<file path="src/rtl/serial_subtractor.sv">
// serial_subtractor: WIDTH-bit subtractor (diff = a - b) that resolves DIGIT
// bits per clock, least-significant digit first, behind a start/busy/done
// handshake. Results are registered and held until the next operation ends.
// Optional feature macro: SERIAL_SUB_OVERFLOW_EN adds the 'overflow' output
// (signed two's-complement overflow of a - b).
module serial_subtractor #(
  parameter int WIDTH = 32,
  parameter int DIGIT = 4
) (
  input  logic             clk,
  input  logic             rst,
  input  logic             start,
  input  logic [WIDTH-1:0] a,
  input  logic [WIDTH-1:0] b,
  output logic             busy,
  output logic             done,
  output logic [WIDTH-1:0] diff,
  output logic             borrow
`ifdef SERIAL_SUB_OVERFLOW_EN
  ,
  output logic             overflow
`endif
);

  localparam int N  = WIDTH / DIGIT;
  localparam int CW = (N > 1) ? $clog2(N) : 1;

  // Reject configurations where the digits do not tile the word exactly.
  if (DIGIT < 1 || (WIDTH % DIGIT) != 0) begin : g_bad_cfg
    $error("serial_subtractor: WIDTH must be a positive multiple of DIGIT");
  end

  typedef enum logic [1:0] {
    S_IDLE,
    S_RUN,
    S_DONE
  } state_t;

  state_t             r_state;
  state_t             w_state_next;

  logic [WIDTH-1:0]   r_a;
  logic [WIDTH-1:0]   r_b;
  logic [WIDTH-1:0]   r_res;
  logic [WIDTH-1:0]   r_diff;
  logic               r_borrow;
  logic               r_bin;
  logic [CW-1:0]      r_cnt;

  logic [DIGIT:0]     w_sub;
  logic [DIGIT-1:0]   w_d;
  logic               w_bout;
  logic               w_last;
  logic [WIDTH-1:0]   w_a_shift;
  logic [WIDTH-1:0]   w_b_shift;
  logic [WIDTH-1:0]   w_res_next;

`ifdef SERIAL_SUB_OVERFLOW_EN
  logic               r_sa;
  logic               r_sb;
  logic               r_ovf;
`endif

  // One digit of the borrow chain: a DIGIT+1 bit difference whose top bit
  // is the borrow out (set whenever the digit underflows).
  assign w_sub  = {1'b0, r_a[DIGIT-1:0]} - {1'b0, r_b[DIGIT-1:0]}
                - {{DIGIT{1'b0}}, r_bin};
  assign w_d    = w_sub[DIGIT-1:0];
  assign w_bout = w_sub[DIGIT];
  assign w_last = (r_cnt == CW'(N - 1));

  // Operand/result shifting; a single-digit word has nothing left to shift.
  if (DIGIT == WIDTH) begin : g_single
    assign w_a_shift  = '0;
    assign w_b_shift  = '0;
    assign w_res_next = w_d;
  end else begin : g_multi
    assign w_a_shift  = {{DIGIT{1'b0}}, r_a[WIDTH-1:DIGIT]};
    assign w_b_shift  = {{DIGIT{1'b0}}, r_b[WIDTH-1:DIGIT]};
    assign w_res_next = {w_d, r_res[WIDTH-1:DIGIT]};
  end

  // State register.
  always_ff @(posedge clk or posedge rst) begin
    if (rst) begin
      r_state <= S_IDLE;
    end else begin
      r_state <= w_state_next;
    end
  end

  // Next-state and handshake outputs.
  always_comb begin
    w_state_next = r_state;
    busy         = 1'b0;
    done         = 1'b0;
    case (r_state)
      S_IDLE: begin
        if (start) begin
          w_state_next = S_RUN;
        end
      end
      S_RUN: begin
        busy = 1'b1;
        if (w_last) begin
          w_state_next = S_DONE;
        end
      end
      S_DONE: begin
        busy         = 1'b1;
        done         = 1'b1;
        w_state_next = S_IDLE;
      end
      default: begin
        w_state_next = S_IDLE;
      end
    endcase
  end

  // Datapath: capture operands on an accepted start, then ripple one digit
  // per clock; the visible result only changes on the final digit.
  always_ff @(posedge clk or posedge rst) begin
    if (rst) begin
      r_a      <= '0;
      r_b      <= '0;
      r_res    <= '0;
      r_diff   <= '0;
      r_borrow <= 1'b0;
      r_bin    <= 1'b0;
      r_cnt    <= '0;
`ifdef SERIAL_SUB_OVERFLOW_EN
      r_sa     <= 1'b0;
      r_sb     <= 1'b0;
      r_ovf    <= 1'b0;
`endif
    end else if (r_state == S_IDLE) begin
      if (start) begin
        r_a   <= a;
        r_b   <= b;
        r_bin <= 1'b0;
        r_cnt <= '0;
`ifdef SERIAL_SUB_OVERFLOW_EN
        r_sa  <= a[WIDTH-1];
        r_sb  <= b[WIDTH-1];
`endif
      end
    end else if (r_state == S_RUN) begin
      r_a   <= w_a_shift;
      r_b   <= w_b_shift;
      r_res <= w_res_next;
      r_bin <= w_bout;
      r_cnt <= r_cnt + CW'(1);
      if (w_last) begin
        r_diff   <= w_res_next;
        r_borrow <= w_bout;
`ifdef SERIAL_SUB_OVERFLOW_EN
        // The last digit carries the result sign bit.
        r_ovf    <= (r_sa != r_sb) && (w_d[DIGIT-1] != r_sa);
`endif
      end
    end
  end

  assign diff   = r_diff;
  assign borrow = r_borrow;
`ifdef SERIAL_SUB_OVERFLOW_EN
  assign overflow = r_ovf;
`endif

endmodule

</file>
<file path="config.mk">
export PLATFORM = sky130hd
export DESIGN_NAME = serial_subtractor
export DESIGN_NICKNAME = d
export VERILOG_FILES = /design/src/rtl/serial_subtractor.sv
export SDC_FILE = /design/constraint.sdc
export NUM_CORES = 1
export LEC_CHECK = 0
export ABC_CLOCK_PERIOD_IN_PS = 10780
export CAP_MARGIN = 30
export CORE_MARGIN = 5
export CORE_UTILIZATION = 54
export CTS_CLUSTER_SIZE = 10
export DETAILED_ROUTE_END_ITERATION = 10
export MAX_ROUTING_LAYER = met4
export PLACE_DENSITY = 0.82
export REMOVE_ABC_BUFFERS = 1
export SYNTH_ARGS = -nofsm -noshare
export SYNTH_HDL_FRONTEND = slang
export SYNTH_SLANG_ARGS = --single-unit
</file>
<file path="constraint.sdc">
create_clock -name clk -period 10.78 [get_ports clk]
set_input_delay 2.156 -clock clk [delete_from_list [all_inputs] [get_ports clk]]
set_output_delay 2.156 -clock clk [all_outputs]
set_load 0.01 [all_outputs]
</file>
* After elaboration in Yosys (flattened, before gate mapping)
Cells that the tools add are included.
** Storage, ports and cells
- Latch bits :: 0
- Register bits after elaboration :: 135
- Memory bits (read-only) :: 0
- Logic and storage cells :: 41
- Memories :: 0
- Output and inout bits :: 35
- RAM bits :: 0
- Input bits :: 67
** Operators by class
- Muxes and demuxes :: 17
- Equal/unequal tests :: 5
- $add $sub $neg :: 3
- Reduce and logical (&&, ||, !) cells :: 7
- Divide/modulo/power cells :: 0
- Multipliers :: 0
- Magnitude comparators :: 0
- Bitwise gates (word level) :: 1
- Shifts and indexed selects :: 0
** Operator list (count)
- $mux W32 :: 6
- $mux W3 :: 3
- $reduce_and A2 Y1 :: 3
- $mux W1 :: 5
- $sub A4 B4 Y5 :: 1
- $sub A5 B1 Y5 :: 1
- $mux W2 :: 2
- $ne A2 B2 Y1 const B :: 2
- $pmux W2 S2 :: 1
- $add A3 B1 Y3 const B :: 1
- $eq A3 B3 Y1 const B :: 1
- $reduce_and A3 Y1 :: 1
- $eq A2 B1 Y1 const B :: 1
- $eq A2 B2 Y1 const B :: 1
- $logic_not A2 Y1 :: 1
- $reduce_bool A2 Y1 :: 1
- $reduce_or A2 Y1 :: 1
- $not A1 Y1 :: 1

* Longest topological paths before layout
Gate-level depths: netlist (run 1).
- Word-level depth :: 4
- Depth in mapped cells :: 8

* Worst setup path before layout (run 1)
OpenSTA, ideal clock, no wires.
- Path type :: input to register
- Start :: input port start
- End :: register r_a[1]
- Stages :: 6
- Slack :: 7807 ps
- Setup time :: 76 ps
- Arrival :: 2897 ps
- Path buffers :: 2
- Cell sequence :: nand2b_1 o21ai_2 buf_4 buf_2 nand2_1 o21ai_1
** Between the ends
- Longest elaborated chain between the ends :: 2
** Ends and longest elaborated chain
- start, declared :: RTL line 12 : input logic start,
- $ne A2 B2 Y1 (no line)
- $reduce_and A2 Y1 (no line)
- end signal, assigned :: RTL line 148 : r_a <= w_a_shift;
- end, declared :: RTL line 42 : logic [WIDTH-1:0] r_a;
No other way between the ends.
A chain may end at the register's enable or synchronous reset.

* Worst setup path in the final report (run 1)
- Start :: input port start
- End :: register r_b[1]
** Between the ends
- Longest elaborated chain between the ends :: 2
** Ends and longest elaborated chain
- $ne A2 B2 Y1 (no line)
- $reduce_and A2 Y1 (no line)
- end signal, assigned :: RTL line 149 : r_b <= w_b_shift;
- end, declared :: RTL line 43 : logic [WIDTH-1:0] r_b;
No other way between the ends.

==> results of run 1 <==
-- final timing paths --
check                                 from       end  slack, ns  cells after the start
worst max-delay path                 start    r_b[1]       6.73                      5
max in group asynchronous              rst  r_res[9]       7.43                      3
worst min-delay path               r_a[20]   r_a[20]       0.48                      2
min in group asynchronous              rst    r_b[8]       2.09                      2
worst min register to register     r_a[20]   r_a[20]       0.48                      2
worst max register to register  r_state[1]   diff[4]       8.03                      5
-- critical path: stages --
cell and delay [ns]:
sky130_fd_sc_hd__clkdlybuf4s50_1 0.72, sky130_fd_sc_hd__nand2b_1 0.35, sky130_fd_sc_hd__o21ai_4 0.27, sky130_fd_sc_hd__buf_4 0.68
sky130_fd_sc_hd__o21ai_0 0.21
-- sequential cells by signal, indices dropped and copies added, names as in the netlist --
register,count
r_a,32
r_b,32
borrow,1
diff,32
r_state,2
r_res,28
r_cnt,3
r_bin,1
-- kinds of logic after synthesis --
group / synth area share
multiplexers: 0.222
AND/OR/NAND/NOR: 0.0559
buffers and inverters: 0.0367
adder cells (fa/ha/maj): 0.0310
AO/OA/AOI/OAI: 0.0742
XOR/XNOR: 0.00764
flip-flops: 0.572
-- power by group --
part | switching [mW] | leakage, nW | total [mW] | internal, mW
Sequential | 0.112 | 1.66 | 0.799 | 0.687
Clock | 0.199 | 0.249 | 0.489 | 0.290
Combinational | 0.368 | 1.51 | 0.721 | 0.353
Total | 0.679 | 3.42 | 2.01 | 1.33
-- layout make-up --
cell class,count,area [um^2],area share
Clock buffer,21,449,0.0611
Clock inverter,10,61.3,0.00833
Multi-Input combinational cell,298,2270,0.309
Inverter,13,53.8,0.00731
Sequential cell,131,3280,0.446
Tap cell,136,170,0.0231
Timing Repair Buffer,105,1070,0.146
-- cell usage in the layout, fill, tap and decap left out, types with 2 or more instances in the layout --
| cell type | n |
|---|---|
| sky130_fd_sc_hd__a21oi_1 | 6 |
| sky130_fd_sc_hd__clkinv_2 | 6 |
| sky130_fd_sc_hd__clkinvlp_4 | 3 |
| sky130_fd_sc_hd__buf_4 | 2 |
| sky130_fd_sc_hd__o21ai_0 | 64 |
| sky130_fd_sc_hd__a32o_1 | 3 |
| sky130_fd_sc_hd__o21ai_1 | 6 |
| sky130_fd_sc_hd__nor2_1 | 6 |
| sky130_fd_sc_hd__mux2_2 | 43 |
| sky130_fd_sc_hd__inv_1 | 11 |
| sky130_fd_sc_hd__nand2_1 | 71 |
| sky130_fd_sc_hd__fa_1 | 2 |
| sky130_fd_sc_hd__mux2i_1 | 64 |
| sky130_fd_sc_hd__ha_1 | 9 |
| sky130_fd_sc_hd__clkbuf_16 | 16 |
| sky130_fd_sc_hd__xnor2_1 | 5 |
| sky130_fd_sc_hd__clkbuf_8 | 3 |
| sky130_fd_sc_hd__nand2b_1 | 3 |
| sky130_fd_sc_hd__dfrtp_1 | 131 |
| sky130_fd_sc_hd__mux2_4 | 10 |
| sky130_fd_sc_hd__clkdlybuf4s50_1 | 101 |
| sky130_fd_sc_hd__clkbuf_1 | 2 |
-- per-layer routing --
metal  vias to the layer above  global-route usage
li1                       1813                   -
met1                      1812               0.232
met2                        95               0.288
met3                        13              0.0508
met4                         0              0.0473
met5                         -                   -
-- per-stage QoR --
stage	setup slack, ns	hold slack [ns]
6_report	6.73	0.479
2_1_floorplan	5.13	0.449
3_3_place_gp	6.25	0.460
4_1_cts	6.73	0.483
3_5_place_dp	6.18	0.469
5_1_grt	6.50	0.504
==> summary.md, run 1 <==
The run gives 0.181 as the global routing usage summed across all routing layers. Routability-driven placement finished with a final weighted congestion of 0.815. Ranked by total cell area, the synthesized netlist is headed by sky130_fd_sc_hd__dfrtp_1 57%, sky130_fd_sc_hd__mux2i_1 11%, sky130_fd_sc_hd__mux2_2 8.4%. TritonCTS built the clock tree. The number of design-rule violations left by the first detailed-router iteration was 169; the share of cells above drive strength 1 was 0.159.

The routed design uses 618 um of met3 wire. The average footprint of a synthesized cell works out to 12.2 um^2. The number of antenna violations at the first check in global routing is 0, and the highest clock frequency the design can meet is 0.247 GHz.

The via count normalized by instance count works out to 5.23. Global routing finished with a remaining overflow of 0. The area share of the largest cell type after synthesis was 0.572. The worst clock skew on the final layout was 0.0117 ns; the count of flip-flops with a built-in enable after synthesis was 0. The clock passes through at most 2 buffers. In the final design database the tool counted 646 nets. The design draws 2.01 mW. The detailed router put a total of 4930 um of wire on met1. Synthesis inferred 131 register bits.

The tools report the via count of the first global-routing pass as 3,929. In this run the worst hold path is classified as reg2reg. The HPWL after detailed placement is 7210 um, and the cell count after synthesis is 470. The die is 113 um tall. During placement, the flow inserted port buffers numbering 101. The max-slew headroom at the worst pin was 0.352. The run gives 5730 um^2 as the post-synthesis instance area. The run gives 12,800 um^2 as the area enclosed by the die boundary. The top layer reached by signal wires was met4. The total power per unit cell area was 273 nW/um^2. The first detailed-routing pass took 4 iterations. Along the worst path, the maximum fanout reaches 87.

The first global-routing pass estimated 18,200 um of wire. Setup violations remaining at the end of the flow were counted as 0. For the number of warnings printed during yosys synthesis, the log shows 0. The average detailed-routed wire length per instance came out at 15.0 um. The number of gates resized after CTS is 0. For the worst setup path, the data arrival time is 4.40 ns. Share of async-settable or async-resettable flops after synthesis: 1.00. The logs give 131 for the clock sink count and 683 for the number of cells in the design after placement. The time the final worst path needs with I/O delays and setup came out at 4.05 ns. The run finished with clean final reports. For the core utilization of the finished layout, the log shows 0.713. Across the run, the number of max-cap violations was 0. The number of fill cells was 731.

For the final routed database, the setup TNS stands at 0 ns. The pin count of the biggest net entering global routing was 88; the post-route cell area was 7360 um^2. The finished layout holds 714 standard cells, fillers aside.

For this run, design rule violations remaining after detail routing come to 0. STA classifies the critical path endpoint as a register. The most used flip-flop cell after synthesis was sky130_fd_sc_hd__dfrtp_1.

IR analysis of the VDD net gives a maximum drop of 0.185 mV. The run gives 6850 um^2 as the area of placed instances. The layout overhead on the synthesized area works out to 28.4%. The post-synthesis cell type count came out at 24.

The die is 113 um wide. Post-synthesis cell type with the largest combined area: sky130_fd_sc_hd__dfrtp_1. The worst setup path is launched from an input pin.

The clock reaches the later pin of the worst-skew pair after 0.50 ns. Data on the critical path is required at its endpoint by 11.13 ns. For the count of final max-slew check failures, the log shows 0. The core region is 10,300 um^2.

In this run the count of I/O pins placed on the die edge is 102. After clock tree synthesis, the clock-pin slew on the worst setup and hold paths is 0.06 ns. The post-CTS setup repair buffer count is 0, and the cell leakage power is 3.42 nW. By startpoint and endpoint, the worst setup path is classified as in2reg. The number of antenna-violating nets in the routed design was 0; the hold-fix buffer count after cts was 0. The hold violation count in the final report came out at 0. The run gives 0.555 as the initial core utilization. The H-tree depth reported by CTS was 4. Among all cell types in the netlist, the one instantiated most often is sky130_fd_sc_hd__dfrtp_1.

After synthesis, the most frequently instantiated cells are 131 x sky130_fd_sc_hd__dfrtp_1, 71 x sky130_fd_sc_hd__nand2_1, 64 x sky130_fd_sc_hd__mux2i_1, 64 x sky130_fd_sc_hd__o21ai_0, 43 x sky130_fd_sc_hd__mux2_2. Clock tree synthesis selected as its root buffer the cell sky130_fd_sc_hd__clkbuf_8. At the pin with the least slew margin, the transition time is 0.972 ns. For the sequential-to-total area share from yosys stat, the log shows 0.572.

The number of clock buffers added by TritonCTS is 17. Setup repair after global routing left no endpoint under its margin. Summed over all nets, wire length on met2 after detailed routing comes to 5080 um. The routed layout has 3,733 vias. The logs give 0 for the number of diodes and 10,700 um for the routed wire length. The share of the cycle needed by the critical path after routing is 0.376.

The floorplan has 37 rows.
No activity file was read; power rests on OpenSTA's default activity.
==> run 2: changes to the inputs <==
--- a/config.mk
+++ b/config.mk
@@ -5,14 +5,14 @@
 export SDC_FILE = /design/constraint.sdc
 export NUM_CORES = 1
 export LEC_CHECK = 0
-export ABC_CLOCK_PERIOD_IN_PS = 10780
+export ABC_CLOCK_PERIOD_IN_PS = 3700
 export CAP_MARGIN = 30
 export CORE_MARGIN = 5
-export CORE_UTILIZATION = 54
+export CORE_UTILIZATION = 48
 export CTS_CLUSTER_SIZE = 10
 export DETAILED_ROUTE_END_ITERATION = 10
 export MAX_ROUTING_LAYER = met4
-export PLACE_DENSITY = 0.82
+export PLACE_DENSITY = 0.77
 export REMOVE_ABC_BUFFERS = 1
 export SYNTH_ARGS = -nofsm -noshare
 export SYNTH_HDL_FRONTEND = slang
==> constraint.sdc (replaced) <==
create_clock -name clk -period 3.7 [get_ports clk]
set_input_delay 0.74 -clock clk [delete_from_list [all_inputs] [get_ports clk]]
set_output_delay 0.74 -clock clk [all_outputs]
set_load 0.01 [all_outputs]
==> run 2 against run 1 <==
Against the previous run:
- critical path type is now reg2out
- highest routed layer unchanged
- cell count rose by 1.8%
- clock-buffer cell count increased by 4
- largest cell class unchanged
- sequential share of layout area down 0.61 points
==> summary.md, run 2 (synthesis gave the netlist of run 1 again) <==
Timing would allow up to 0.409 GHz. The HPWL after detailed placement was 7740 um; the routed wire length was 11,200 um. The worst register-to-register path has a depth of 6. In the final timing run, aggregate negative setup slack is 0 ns. The cell leakage power is 3.47 nW, and the area of the multi-input gates is 2270 um^2.

Among all stages on the critical path, the largest delay is contributed by sky130_fd_sc_hd__clkdlybuf4s50_1. The number of antenna violations at the first check in global routing is 0, and the switching power total is 1.98 mW. The filler cells instantiated in the layout total 934. In this run the critical register-to-register path is launched from r_state[1].

In this run the vertical extent of the chip is 119 um. Once the clock tree was built, the setup fixing pass inserted 0 buffers. The run finished with clean final reports. The global routing usage summed across all routing layers is 0.172, and the switching share of power is 0.328. The power share of the sequential group is 0.387. Entering global routing, the biggest net connects 91 pins. IR analysis of the VDD net gives a maximum drop of 0.346 mV. The first global-routing pass estimated 18,800 um of wire. The average detailed-routed wire length per instance is 15.4 um, and the post-CTS clock slew at the launch and capture registers of the worst setup and hold paths is 0.06 ns. The total area inside the core boundary comes to 11,900 um^2. The top cell types in the final layout, fill and taps aside, are 131 x sky130_fd_sc_hd__dfrtp_1, 101 x sky130_fd_sc_hd__clkdlybuf4s50_1, 71 x sky130_fd_sc_hd__nand2_1.

The later pin in the worst-skew pair is clocked with a latency of 0.42 ns. The internal portion of the total power is 4.05 mW. The first routing iteration left 223 violations. Number of cells in the design after placement: 697.

The critical path starts at r_state[1]. In this run the horizontal extent of the chip is 119 um. The tools report the combinational cell fraction of total power as 0.351. STA classifies the critical path endpoint as an output port. The critical path's largest stage delay came out at 0.53 ns. The via count of the first global-routing pass came out at 3,826. For this run, design rule violations remaining after detail routing come to 0. The number of hold buffers added after CTS was 0. The repair_antennas step left the layout with diodes totalling 0. The number of buffers between clock root and the deepest sink was 2.

Initial core utilization: 0.483. The run gives 40 as the number of core rows. The total power per unit cell area works out to 808 nW/um^2.

The detailed-routing iteration count for the pre-antenna-repair pass is 4, and the number of antenna-violating nets in the routed design is 0. The count of final max-slew check failures is 0. For the worst setup path, the data arrival time is 1.70 ns. Startpoint kind of the worst setup timing path: a register. The tree built by TritonCTS fans out to 131 sinks. The final layout contains 650 nets. The count of cells in the finished layout, fillers not included, comes to 727. The number of buffers added by the clock tree synthesis step came out at 17. The share of the cycle needed by the critical path after routing came out at 0.660. Subtracting the final worst setup slack from the clock period gives 2.44 ns.

With fillers left out, the area of the finished cells amounts to 7460 um^2. Startpoint of the lowest-slack hold path: r_b[4]. The clock tree root driver cell was sky130_fd_sc_hd__clkbuf_16. The critical path goes through inv_1, ha_4, clkdlybuf4s50_1. Compared with the post-synthesis result, the final layout area differs by 30.1%. The tool flagged a number of max-cap violations equal to 0. The most common cell after layout, fill and taps aside is sky130_fd_sc_hd__dfrtp_1. Class of the worst hold path: reg2reg. Max-slew headroom at the worst pin: 0.521. The share of cells above drive strength 1 is 0.162, and the via count normalized by instance count is 5.14. At the end of routability-driven placement, the weighted congestion stood at 0.831. The transition time of the tightest slew-check pin was 0.718 ns; the cell count of the worst hold path was 2.

TritonCTS built the clock tree. The logs give 0.262 for the power share of the clock group and 3280 um^2 for the register area. Setup violations remaining at the end of the flow were counted as 0. The overall via count from detail_route was 3,736.

CTS built an H-tree with a depth of 4. After global routing the overflow that remains totals 0. Across all hold checks on the routed design, the worst slack comes to 0.475 ns.

For this design the top-level I/O count stands at 102. In this run the worst path has a maximum fanout of 3. The clock arrives with 0.00665 ns of skew.

The area of placed instances was 6870 um^2; the number of buffer cells added on primary ports was 101. The run gives 0 as the hold violation count in the final report. Once the clock tree was built, the resizer swapped 0 gates to a different size. Data on the critical path is required at its endpoint by 2.96 ns.

Setup repair after global routing left no endpoint under its margin. By startpoint and endpoint, the worst setup path is classified as reg2out. The run gives 14,200 um^2 as the area enclosed by the die boundary.
[run 2: cell count changes in the layout (fill, tap and decap cells not counted), sizes merged]
cell	change
buf	+4
clkbuf	+4
clkinv	-5
clkinvlp	-2
bufinv	+1
[run 2: final timing paths]
check | endpoint | slack, ns
min reg2reg | r_b[4] | 0.48
min in group asynchronous | r_res[9] | 0.83
max | busy | 1.26
min | r_b[4] | 0.48
max in group asynchronous | diff[10] | 2.16
max reg2reg | r_b[1] | 1.45
[run 2: final cells by class]
| cell class | instances | area share |
|---|---|---|
| Sequential cell | 131 | 0.440 |
| Tap cell | 147 | 0.0247 |
| Clock inverter | 4 | 0.00638 |
| Clock buffer | 25 | 0.0691 |
| Multi-Input combinational cell | 298 | 0.304 |
| Timing Repair Buffer | 109 | 0.149 |
| Inverter | 13 | 0.00721 |
[run 2: metrics by stage]
stage          power [mW]  setup slack, ns   util
2_1_floorplan        3.91            -1.15      -
3_3_place_gp         4.36             1.24  0.580
3_5_place_dp         4.50             1.19  0.580
4_1_cts              6.11             1.22  0.627
5_1_grt              6.48             1.19  0.629
6_report             6.03             1.26  0.629
[run 2: routing by layer]
metal | up-vias | routed length (um) | track usage
met3 | 23 | 666 | 0.0527
met5 | - | 0 | -
met1 | 1794 | 5170 | 0.225
li1 | 1817 | - | -
met2 | 102 | 5100 | 0.246
met4 | 0 | 273 | 0.0833
[run 2: worst max-delay path, delay by kind of cell (launching register included)]
kind	cells	cell delay, ns
buf+inv	2	0.63
flops	1	0.38
fa+ha+maj	1	0.27
[run 2: power groups by stage]
stage                     clock network (mW)  logic [mW]  registers, mW
after CTS                               1.62        2.16           2.33
after global placement                     0        2.04           2.32
after floorplan                            0        1.65           2.27
after global routing                    1.68        2.40           2.40
after detailed placement                   0        2.14           2.35
final                                   1.58        2.11           2.33
==> run 3: changes to the inputs <==
--- a/config.mk
+++ b/config.mk
@@ -5,7 +5,7 @@
 export SDC_FILE = /design/constraint.sdc
 export NUM_CORES = 1
 export LEC_CHECK = 0
-export ABC_CLOCK_PERIOD_IN_PS = 3700
+export ABC_CLOCK_PERIOD_IN_PS = 2000
 export CAP_MARGIN = 30
 export CORE_MARGIN = 5
 export CORE_UTILIZATION = 48
==> constraint.sdc (replaced) <==
create_clock -name clk -period 2 [get_ports clk]
set_input_delay 0.4 -clock clk [delete_from_list [all_inputs] [get_ports clk]]
set_output_delay 0.4 -clock clk [all_outputs]
set_load 0.01 [all_outputs]
==> run 3 against run 2 <==
Against the previous run:
- global-route usage is 0.079 points lower
- cell area is 1.1% higher
- combinational power is 100% higher
- critical path type is now reg2reg
==> summary.md, run 3 (synthesis gave the netlist of run 1 again) <==
The flow ran to the end, and the final reports show no timing, DRC or antenna violations. Before CTS, the worst setup slack after placement is -0.00739 ns. Dividing the detail-routed wire length by the instance count gives 15.1 um. The worst register-to-register path ends at borrow.

The routed wire length is 11,100 um, and the number of nets in the finished design is 658. Number of design rule violations left after detail routing: 0. Count of final max-slew check failures: 0. The path class of the tightest hold or removal check is in2async. No sink is reached through more buffers than the 2 on the longest clock path.

For the core area, the log shows 11,900 um^2. In this run the tool buffered the top-level ports with 101 buffer cells. Entering global routing, the biggest net connects 58 pins.

The library cell used most frequently in the layout, excluding fill and tap cells, is sky130_fd_sc_hd__dfrtp_1. The library cells used most frequently in the layout, excluding fill and tap cells, are 131 x sky130_fd_sc_hd__dfrtp_1, 99 x sky130_fd_sc_hd__clkdlybuf4s50_1, 71 x sky130_fd_sc_hd__nand2_1. On the final layout, the worst clock skew is 0.0106 ns. Pin placement for this block handled 102 I/O pins. For this run the aggregate overflow at the end of global routing stands at 0. The run gives 0 as the max capacitance violation total.

The first routing iteration left 220 violations. Clock tree root driver cell: sky130_fd_sc_hd__clkbuf_16. The critical path's largest stage delay was 0.43 ns; the cell leakage power was 3.52 nW. The setup violation total in the final timing report is 0, and the via count normalized by instance count is 5.08.

The worst setup path is launched from a register. The initial core utilization is 0.483, and the number of antenna violations at the first check in global routing is 0. In this run the worst path has a maximum fanout of 2. The critical path is of the reg2reg type.

The maximum ir drop on the vdd rail came out at 0.806 mV. On the critical path, the stage with the largest delay is an instance of sky130_fd_sc_hd__fa_1. For the clock latency reported for the late side of the worst-skew pair, the log shows 0.41 ns. For the pin with the worst max-slew slack, the measured transition is 0.670 ns. The congestion estimate from routability-driven global placement came to 0.820. The first global-routing pass estimated 18,700 um of wire.

The die is 119 um wide. Subtracting the final worst setup slack from the clock period gives 1.95 ns. The post-CTS clock slew at the launch and capture registers of the worst setup and hold paths came out at 0.05 ns.

The setup check on the worst reg-to-reg path leaves a slack of 0.05 ns. The startpoint of the worst-slack reg-to-reg timing path is r_bin. Grouping stages by cell kind, the critical path spends the most delay in adder cells. The layout overhead on the synthesized area is 31.5%. The global routing usage summed across all routing layers was 0.172. The logs give 2.24 ns for the arrival time at the worst endpoint and 7890 um for the HPWL after detailed placement. The number of diodes is 0, and the worst setup slack after layout is 0.0452 ns. The design draws 11.3 mW.

Walking the worst path, the cells encountered are inv_2, fa_2, fa_1, nand2b_1, a21oi_2, xnor2_1, o21ai_0. Summing over every cut layer, the via total after detailed routing is 3,744. The share of the cycle needed by the critical path after routing was 0.977; the max-slew headroom at the worst pin was 0.552.

The floorplan step defined a die boundary enclosing 14,200 um^2. Timing would allow up to 0.512 GHz. Buffers inserted during clock tree synthesis total 17.

H-tree depth reported by CTS: 4. The tools report the hold violation count in the final report as 0. The tools report the number of antenna-violating nets in the routed design as 0.

Required time reported for the critical path endpoint: 2.29 ns. Measured in cells, the most critical reg-to-reg path has a length of 7. Power spread over the standard cell area amounts to 1500 nW/um^2. The share of cells above drive strength 1 was 0.181; the via count of the first global-routing pass was 3,932. The run gives 40 as the number of core rows. The number of buffers and inverters on the critical path works out to 1.

The worst setup path is captured at a register. The pre-antenna-repair detailed-routing pass consisted of 4 iterations. The tree built by TritonCTS fans out to 131 sinks. The floorplan step set the die height to 119 um. TritonCTS built the clock tree.
[run 3: cell count changes in the layout (fill, tap and decap cells not counted), sizes merged, moves of 2 or more]
cell	previous run	this run
buf	8	16
clkdlybuf4s50	101	99
dlygate4sd2	0	2
clkinv	2	5
[run 3: timing repair]
| item | 4_1_cts | 5_1_grt |
|---|---|---|
| endpoints found under the setup margin | 3 | 3 |
| buffers inserted | 0 | 1 |
| hold buffers | 0 | 0 |
| gates resized for setup | 4 | 4 |
| pin swaps | 0 | 5 |
[run 3: worst max path at each step]
stage,slack (ns),depth (start not counted),to,start
2_1_floorplan,-2.85,4,r_a[28],r_state[0]
3_3_place_gp,0.06,6,borrow,r_a[0]
3_5_place_dp,-0.007,6,borrow,r_a[0]
4_1_cts,0.05,6,borrow,r_a[0]
5_1_grt,-0.04,7,borrow,r_bin
6_report,0.05,7,borrow,r_bin
[run 3: area by class of cell]
type / count / area (um^2)
inverters: 13 / 53.8
flip-flops and latches: 131 / 3280
multi-input cells: 298 / 2280
repair buffers: 117 / 1200
clock buffers: 26 / 509
fillers: 925 / 4320
clock inverters: 5 / 25.0
well taps: 147 / 184
[run 3: stage by stage]
stage	instances	utilization	setup TNS, ns	hold WS (ns)	cell area [um^2]
2_1_floorplan	442	-	-507.64	0.449	5570
3_3_place_gp	705	0.589	0	0.460	6980
3_5_place_dp	705	0.589	-0.00739	0.469	6980
4_1_cts	736	0.634	0	0.314	7520
5_1_grt	737	0.635	-0.0701	0.321	7540
6_report	737	0.635	0	0.312	7540
[run 3: layer usage]
metal / wire length (um) / vias up / global-route usage
met1: 4940 / 1797 / 0.209
met5: 0 / - / -
met4: 151 / 0 / 0.0587
li1: - / 1828 / -
met3: 819 / 17 / 0.0712
met2: 5210 / 102 / 0.259
[run 3: power by group]
group	leakage, nW	total [mW]	internal, mW	switching (mW)
logic	1.59	4.21	2.13	2.08
clock network	0.270	2.76	1.73	1.03
registers	1.66	4.32	3.71	0.612
total	3.52	11.3	7.56	3.72
